`config.mk`:
```
export PLATFORM = sky130hd
export DESIGN_NAME = alu_mul_sequencer_flat
export DESIGN_NICKNAME = d
export VERILOG_FILES = /design/src/rtl/alu_mul_sequencer_if.sv /design/src/rtl/alu_mul_sequencer.sv /design/src/flat_wrapper.sv
export SDC_FILE = /design/constraint.sdc
export NUM_CORES = 1
export LEC_CHECK = 0
export BUFFER_PORTS_ARGS = -buffer_cell sky130_fd_sc_hd__clkbuf_2
export CORE_ASPECT_RATIO = 0.8
export CORE_MARGIN = 4
export CORE_UTILIZATION = 45
export CTS_CLUSTER_DIAMETER = 30
export CTS_CLUSTER_SIZE = 30
export DETAILED_ROUTE_END_ITERATION = 10
export PLACE_DENSITY = 0.72
export REMOVE_ABC_BUFFERS = 1
export SLEW_MARGIN = 10
export SYNTH_ARGS = -nofsm -noshare
export SYNTH_HDL_FRONTEND = slang
export SYNTH_SLANG_ARGS = --single-unit
```
`constraint.sdc`:
```
create_clock -name clock -period 2.8 [get_ports clock]
set_input_delay 0.28 -clock clock [delete_from_list [all_inputs] [get_ports clock]]
set_output_delay 0.28 -clock clock [all_outputs]
set_load 0.01 [all_outputs]
```
`src/rtl/alu_mul_sequencer_if.sv`:
```
// Handshake and ALU-drive bundle for the shift-and-add multiplier sequencer.
// The slave side is the sequencer; the master side issues requests and hosts the ALU.
interface alu_mul_sequencer_if #(
  parameter int N = 32
);
  logic         start;
  logic [N-1:0] op_a;
  logic [N-1:0] op_b;
  logic         busy;
  logic         done;
  logic [63:0]  product;
  logic [63:0]  alu_a;
  logic [63:0]  alu_b;
  logic [4:0]   alu_fs;
  logic         alu_cin;
  logic [63:0]  alu_f;

  modport master (
    output start, op_a, op_b, alu_f,
    input  busy, done, product, alu_a, alu_b, alu_fs, alu_cin
  );

  modport slave (
    input  start, op_a, op_b, alu_f,
    output busy, done, product, alu_a, alu_b, alu_fs, alu_cin
  );
endinterface

```
`src/rtl/alu_mul_sequencer.sv`:
```
// Unsigned N x N multiplier that borrows the shared 64-bit ALU, alternating
// ADD and shift-left micro-steps; no multiplier hardware of its own.
module alu_mul_sequencer #(
  parameter int N          = 32,
  parameter bit EARLY_EXIT = 1'b1
) (
  input logic               clock,
  input logic               reset,
  alu_mul_sequencer_if.slave bus
);
  localparam int CNT_W = $clog2(N + 1);
  localparam logic [CNT_W-1:0] CNT_LAST = CNT_W'(N - 1);
  localparam logic [4:0] FS_ADD  = 5'b01000;
  localparam logic [4:0] FS_SHL  = 5'b10100;
  localparam logic [4:0] FS_ZERO = 5'b11000;

  typedef enum logic [1:0] {S_IDLE, S_ADD, S_SHL, S_DONE} state_t;

  state_t           state_q, state_d;
  logic [63:0]      mcand_q, mcand_d;
  logic [N-1:0]     mplier_q, mplier_d;
  logic [63:0]      acc_q, acc_d;
  logic [CNT_W-1:0] cnt_q, cnt_d;
  logic             busy_q, busy_d;
  logic             done_q, done_d;
  logic [63:0]      product_q, product_d;

  logic [63:0]      alu_a, alu_b;
  logic [4:0]       alu_fs;
  logic             alu_cin;
  logic [N-1:0]     mplier_shr;

  always_comb begin
    state_d    = state_q;
    mcand_d    = mcand_q;
    mplier_d   = mplier_q;
    acc_d      = acc_q;
    cnt_d      = cnt_q;
    done_d     = 1'b0;
    product_d  = product_q;
    alu_a      = '0;
    alu_b      = '0;
    alu_fs     = FS_ZERO;
    alu_cin    = 1'b0;
    mplier_shr = mplier_q >> 1;

    case (state_q)
      S_IDLE: begin
        if (bus.start) begin
          mcand_d  = 64'(bus.op_a);
          mplier_d = bus.op_b;
          acc_d    = '0;
          cnt_d    = '0;
          state_d  = S_ADD;
        end
      end
      S_ADD: begin
        // The ALU always computes acc+mcand; only the commit depends on the multiplier bit.
        alu_a  = acc_q;
        alu_b  = mcand_q;
        alu_fs = FS_ADD;
        if (mplier_q[0]) acc_d = bus.alu_f;
        state_d = S_SHL;
      end
      S_SHL: begin
        alu_a    = mcand_q;
        alu_fs   = FS_SHL;
        mcand_d  = bus.alu_f;
        mplier_d = mplier_shr;
        cnt_d    = cnt_q + CNT_W'(1);
        // done and product are loaded together here so they are valid in the same cycle.
        if (cnt_q == CNT_LAST || (EARLY_EXIT && mplier_shr == '0)) begin
          state_d   = S_DONE;
          done_d    = 1'b1;
          product_d = acc_q;
        end else begin
          state_d = S_ADD;
        end
      end
      S_DONE: begin
        state_d = S_IDLE;
      end
      default: begin
        state_d = S_IDLE;
      end
    endcase

    busy_d = (state_d != S_IDLE);
  end

  always_ff @(posedge clock) begin
    if (reset) begin
      state_q   <= S_IDLE;
      mcand_q   <= '0;
      mplier_q  <= '0;
      acc_q     <= '0;
      cnt_q     <= '0;
      busy_q    <= 1'b0;
      done_q    <= 1'b0;
      product_q <= '0;
    end else begin
      state_q   <= state_d;
      mcand_q   <= mcand_d;
      mplier_q  <= mplier_d;
      acc_q     <= acc_d;
      cnt_q     <= cnt_d;
      busy_q    <= busy_d;
      done_q    <= done_d;
      product_q <= product_d;
    end
  end

  assign bus.busy    = busy_q;
  assign bus.done    = done_q;
  assign bus.product = product_q;
  assign bus.alu_a   = alu_a;
  assign bus.alu_b   = alu_b;
  assign bus.alu_fs  = alu_fs;
  assign bus.alu_cin = alu_cin;
endmodule

```
`src/flat_wrapper.sv`:
```
// flat-port wrapper written by rule: the top's interface ports become plain ports
module alu_mul_sequencer_flat 
#(
  parameter int N          = 32,
  parameter bit EARLY_EXIT = 1'b1
)
  (clock, reset, bus_start, bus_op_a, bus_op_b, bus_alu_f, bus_busy, bus_done, bus_product, bus_alu_a, bus_alu_b, bus_alu_fs, bus_alu_cin);
  alu_mul_sequencer_if #(.N(N)) bus_i ();
  input logic clock;
  input logic reset;
  input wire logic [$bits(bus_i.start)-1:0] bus_start;
  input wire logic [$bits(bus_i.op_a)-1:0] bus_op_a;
  input wire logic [$bits(bus_i.op_b)-1:0] bus_op_b;
  input wire logic [$bits(bus_i.alu_f)-1:0] bus_alu_f;
  output wire logic [$bits(bus_i.busy)-1:0] bus_busy;
  output wire logic [$bits(bus_i.done)-1:0] bus_done;
  output wire logic [$bits(bus_i.product)-1:0] bus_product;
  output wire logic [$bits(bus_i.alu_a)-1:0] bus_alu_a;
  output wire logic [$bits(bus_i.alu_b)-1:0] bus_alu_b;
  output wire logic [$bits(bus_i.alu_fs)-1:0] bus_alu_fs;
  output wire logic [$bits(bus_i.alu_cin)-1:0] bus_alu_cin;
  assign bus_i.start = bus_start;
  assign bus_i.op_a = bus_op_a;
  assign bus_i.op_b = bus_op_b;
  assign bus_i.alu_f = bus_alu_f;
  assign bus_busy = bus_i.busy;
  assign bus_done = bus_i.done;
  assign bus_product = bus_i.product;
  assign bus_alu_a = bus_i.alu_a;
  assign bus_alu_b = bus_i.alu_b;
  assign bus_alu_fs = bus_i.alu_fs;
  assign bus_alu_cin = bus_i.alu_cin;
  alu_mul_sequencer #(.N(N), .EARLY_EXIT(EARLY_EXIT)) u_core (.clock(clock), .reset(reset), .bus(bus_i));
endmodule
```
# Word level (Yosys, flattened, before mapping)
# Cells that the tools add are included.
[totals]
register_bits = 234
wordCells = 42
memories = 0
latchBits = 0
rom_bits = 0
inputBits = 131
mem_bits_rw = 0
[op_classes]
n_bitwise = 1
n_reduce_logical = 10
muxes = 16
addsub = 1
n_eq_ne = 6
order_cmp = 0
div = 0
shifts = 0
n_mul = 0
[op_table]
columns = ["operator", "count"]
rows = [
  ["64-bit case mux with 2 select lines", 3],
  ["64-bit 2-to-1 mux", 4],
  ["32-bit case mux with 2 select lines", 1],
  ["32-bit zero test", 1],
  ["32-bit 2-to-1 mux", 1],
  ["6-bit case mux with 2 select lines", 1],
  ["5-bit case mux with 2 select lines", 1],
  ["2-bit case mux with 4 select lines", 1],
  ["6-bit by 1-bit adder with 6-bit output (second input constant)", 1],
  ["6-bit by 5-bit == test with 1-bit output (second input constant)", 1],
  ["6-bit 2-to-1 mux", 1],
  ["2-bit nonzero test", 3],
  ["2-bit == test (second input constant)", 2],
  ["2-bit 2-to-1 mux", 2],
  ["2-bit AND reduction", 2],
  ["3-bit AND reduction", 1],
  ["2-bit by 1-bit == test with 1-bit output (second input constant)", 1],
  ["2-bit zero test", 1],
  ["2-bit by 1-bit inequality test with 1-bit output (second input constant)", 1],
  ["2-bit inequality test (second input constant)", 1],
  ["2-bit OR reduction", 1],
  ["1-bit logical OR", 1],
  ["1-bit 2-to-1 mux", 1],
  ["1-bit NOT", 1],
]

# Longest topological paths before layout
[depth]
depth_word = 5
ltp_mapped = 9

# Worst setup path before layout
# OpenSTA, ideal clock, no wires.
[synth_timing]
kind = "register to output"
start = "reg u_core.state_q[0]"
end = "out bus_alu_a[0]"
arrival_ns = 1.589
path_buffers = 3
path_slack_ns = 0.931
stages_incl_launch_ff = 8
path_cell_list = "dfxtp_1 -> inv_1 -> ha_1 -> buf_2 -> buf_2 -> clkbuf_1 -> a22oi_1 -> nor2b_1"
[synth_via]
elab_chain_cells = 2
[synth_rtl]
columns = ["element", "line_no", "text"]
rows = [
  ["start: declaration", "alu_mul_sequencer.sv:19", "state_t state_q, state_d;"],
  ["start signal: assignment", "alu_mul_sequencer.sv:102", "state_q <= state_d;"],
  ["2-bit == test or 2-bit by 1-bit == test with 1-bit output (tied branches)", "alu_mul_sequencer.sv:47", "case (state_q)"],
  ["64-bit case mux with 2 select lines (*)", "alu_mul_sequencer.sv:47", ""],
  ["end: declaration", "flat_wrapper.sv:18", "output wire logic [$bits(bus_i.alu_a)-1:0] bus_alu_a;"],
]
# Mark *: on every way between the ends. The rest lies on a longest branch, timed or not.

# Final worst setup path
[layout_timing]
start = "reg u_core.state_q[0]"
end = "out bus_alu_a[22]"
# Same word-level chain as after synthesis.

==> metrics.txt <==
Post-DP Area 12300 sq um; Routed WL 32700 microns; worst reg2reg setup slack 0.62 ns; Slew Limit Fails 0; reg-to-reg critical path endpoint u_core.mplier_q[25]; Sink Count 234; commonest non-fill, non-tap cells in the layout clkbuf_2, dfxtp_1, nor2_1; first-pass GRT wire length between 40000 and 50000 microns; DRC 0; Avg Synthesized Cell Area 8.93 sq um; DRT antenna net count 0; CP Class reg -> out; Sum Neg Setup Slack 0 ns; Top Ports 331; CTS Buf Count 43; post-route cell area 13900 sq um; placed cell count 1723; R2R Path Start u_core.state_q[0]; setup ws final 0.150 ns; RSZ-0062 raised after global routing false; post-synthesis sequential area ratio 44.6%; fin nets 1600; Leakage 5.49 nW; Worst Tran Pin Value 0.955 ns; die area 25900 sq um; CP Data Required Time 2.52 ns; critical-path maximum fanout 23; via count 9909; port bufs between 300 and 400; drt wl/cell ~18 microns; total power between 10 and 15 mW; fillers 1952; cells after synthesis around 1200; clock buffer depth 3; HP Start bus_alu_f[35]; Main synth FF type dfxtp_1; Die Height 145 microns; CTS tree built; Worst-path clk slew 0.05 ns; fin crit share 94.6%; Fin Clk Skew 0.0139 ns; Layout Cells excl Fill around 1800; Max Cap Viol 0; drt pass-1 iters 5; routability cong. 0.826; GRT Total Usage between 20% and 30%; worst hold slack around 0.029 ns; PwrDens 1010 nW/um^2; #FFs+latches synth 234; sink of the worst hold path u_core.mcand_q[35]; commonest non-fill, non-tap cell in the layout clkbuf_2; Worst Hold Depth 3; row cnt 49; layout cells sized above 1 29.1%; Worst R2R Path Depth 6; grt total ovfl 0; Post-DP HPWL 21300 microns; CP startpoint kind register; Die X ~180 microns; vias per inst 5.49; EDFF count, synth 0; Cell Area, Synth 10500 sq um; asr flop ratio synth 0%; HP Class in -> reg; min Tclk post-route 2.65 ns; DP Worst Slack roughly 0.62 ns; pin count of the biggest net entering global routing 87; initial core utilization 46.2%; peak supply drop 0.754 mV; Fmax achieved 377 MHz; max_slew headroom 36.3%; Critical Path End Type primary output; DRT iter0 DRCs 728; H-tree levels 2; Skew-Pair Late Insertion Delay 0.51 ns; Synth Warn # 0; Area Overhead vs Synth 31.9%; Arr. time, crit path 2.37 ns; CTS Root Cell clkbuf_16; Setup violations, final 0; final hold vios 0; core area 22700 sq um; initial antenna violation count 0; status completed; vias in the first global route between 9000 and 10000; Netlist cell types 32; final design utilization 60.9%
worst max-delay path by stage:
stage	slack, ns	endpoint	start	depth (start not counted)
2_1_floorplan	-3.64	u_core.cnt_q[5]	u_core.state_q[0]	6
3_3_place_gp	0.65	bus_alu_a[27]	u_core.state_q[0]	5
3_5_place_dp	0.62	bus_alu_a[27]	u_core.state_q[0]	5
4_1_cts	0.07	bus_alu_a[27]	u_core.state_q[0]	5
5_1_grt	0.08	bus_alu_a[57]	u_core.state_q[1]	7
6_report	0.15	bus_alu_a[22]	u_core.state_q[0]	6
critical path, stage by stage (launching register included):
cell	delay, ns
dfxtp_1	0.35
inv_1	0.20
ha_4	0.36
buf_4	0.39
a22oi_1	0.17
nor2b_1	0.21
clkbuf_2	0.18
cell usage after synthesis, types with 5 or more instances:
master / number / area share, %
nor4_1: 7 / 0.42
buf_12: 6 / 1.1
and2_1: 65 / 3.9
buf_4: 5 / 0.36
buf_1: 7 / 0.25
a22oi_1: 161 / 12
o21ai_0: 5 / 0.24
nand2_1: 132 / 4.7
buf_2: 35 / 1.7
clkbuf_1: 61 / 2.2
nor2_1: 168 / 6.0
a211oi_1: 64 / 4.6
mux2i_1: 128 / 12
ha_1: 6 / 0.71
nor2b_1: 64 / 3.8
dfxtp_1: 234 / 45
area by class of cell:
class | count | area (sq um) | area share [%]
diodes | 1 | 2.50 | 0.0181
clock buffers | 54 | 1210 | 8.73
clock inverters | 25 | 288 | 2.08
inverters | 5 | 21.3 | 0.153
multi-input cells | 826 | 5280 | 38.1
flip-flops and latches | 234 | 4680 | 33.8
well taps | 306 | 383 | 2.76
repair buffers | 353 | 1990 | 14.4
kinds of logic (layout without fill, tap and decap cells):
kind of cell             count (synthesis)  in the layout  share of synthesized area (%)
AND/OR/NAND/NOR                        448            448                           19.5
AO/OA/AOI/OAI                          236            236                           16.7
flip-flops                             234            234                           44.6
multiplexers                           130            130                           12.4
buffers and inverters                  119            437                           5.78
adder cells (fa/ha/maj)                  6              6                          0.714
XOR/XNOR                                 3              3                          0.250
other                                    1              4                         0.0357
registers in the layout, summed over array words and instances, names as in the netlist:
register / flops
u_core.acc_q: 64
u_core.bus.done: 1
u_core.bus.product: 64
u_core.state_q: 2
u_core.mcand_q: 64
u_core.bus.busy: 1
u_core.mplier_q: 32
u_core.cnt_q: 6
metal layers:
metal | part of all wire [%] | GRT usage (%) | up-vias
met1 | 44 | 32.2 | 4719
met5 | 0 | 0 | -
li1 | - | - | 4691
met2 | 45 | 37.4 | 441
met3 | 9.1 | 5.97 | 58
met4 | 2.2 | 7.51 | 0
power breakdown:
part / leakage [nW] / internal (mW) / switching [mW]
clock: 0.736 / 3.53 / 1.76
sequential: 1.90 / 3.90 / 0.442
combinational: 2.86 / 1.74 / 2.65
total: 5.49 / 9.17 / 4.85
what timing repair did:
action                     in CTS  in global routing
resized for setup               0                  1
buffers inserted                0                  1
hold endpoints to repair        0                  0
hold buffers                    0                  0
setup endpoints to repair       0                  8
(Power assumes the default switching activity.)
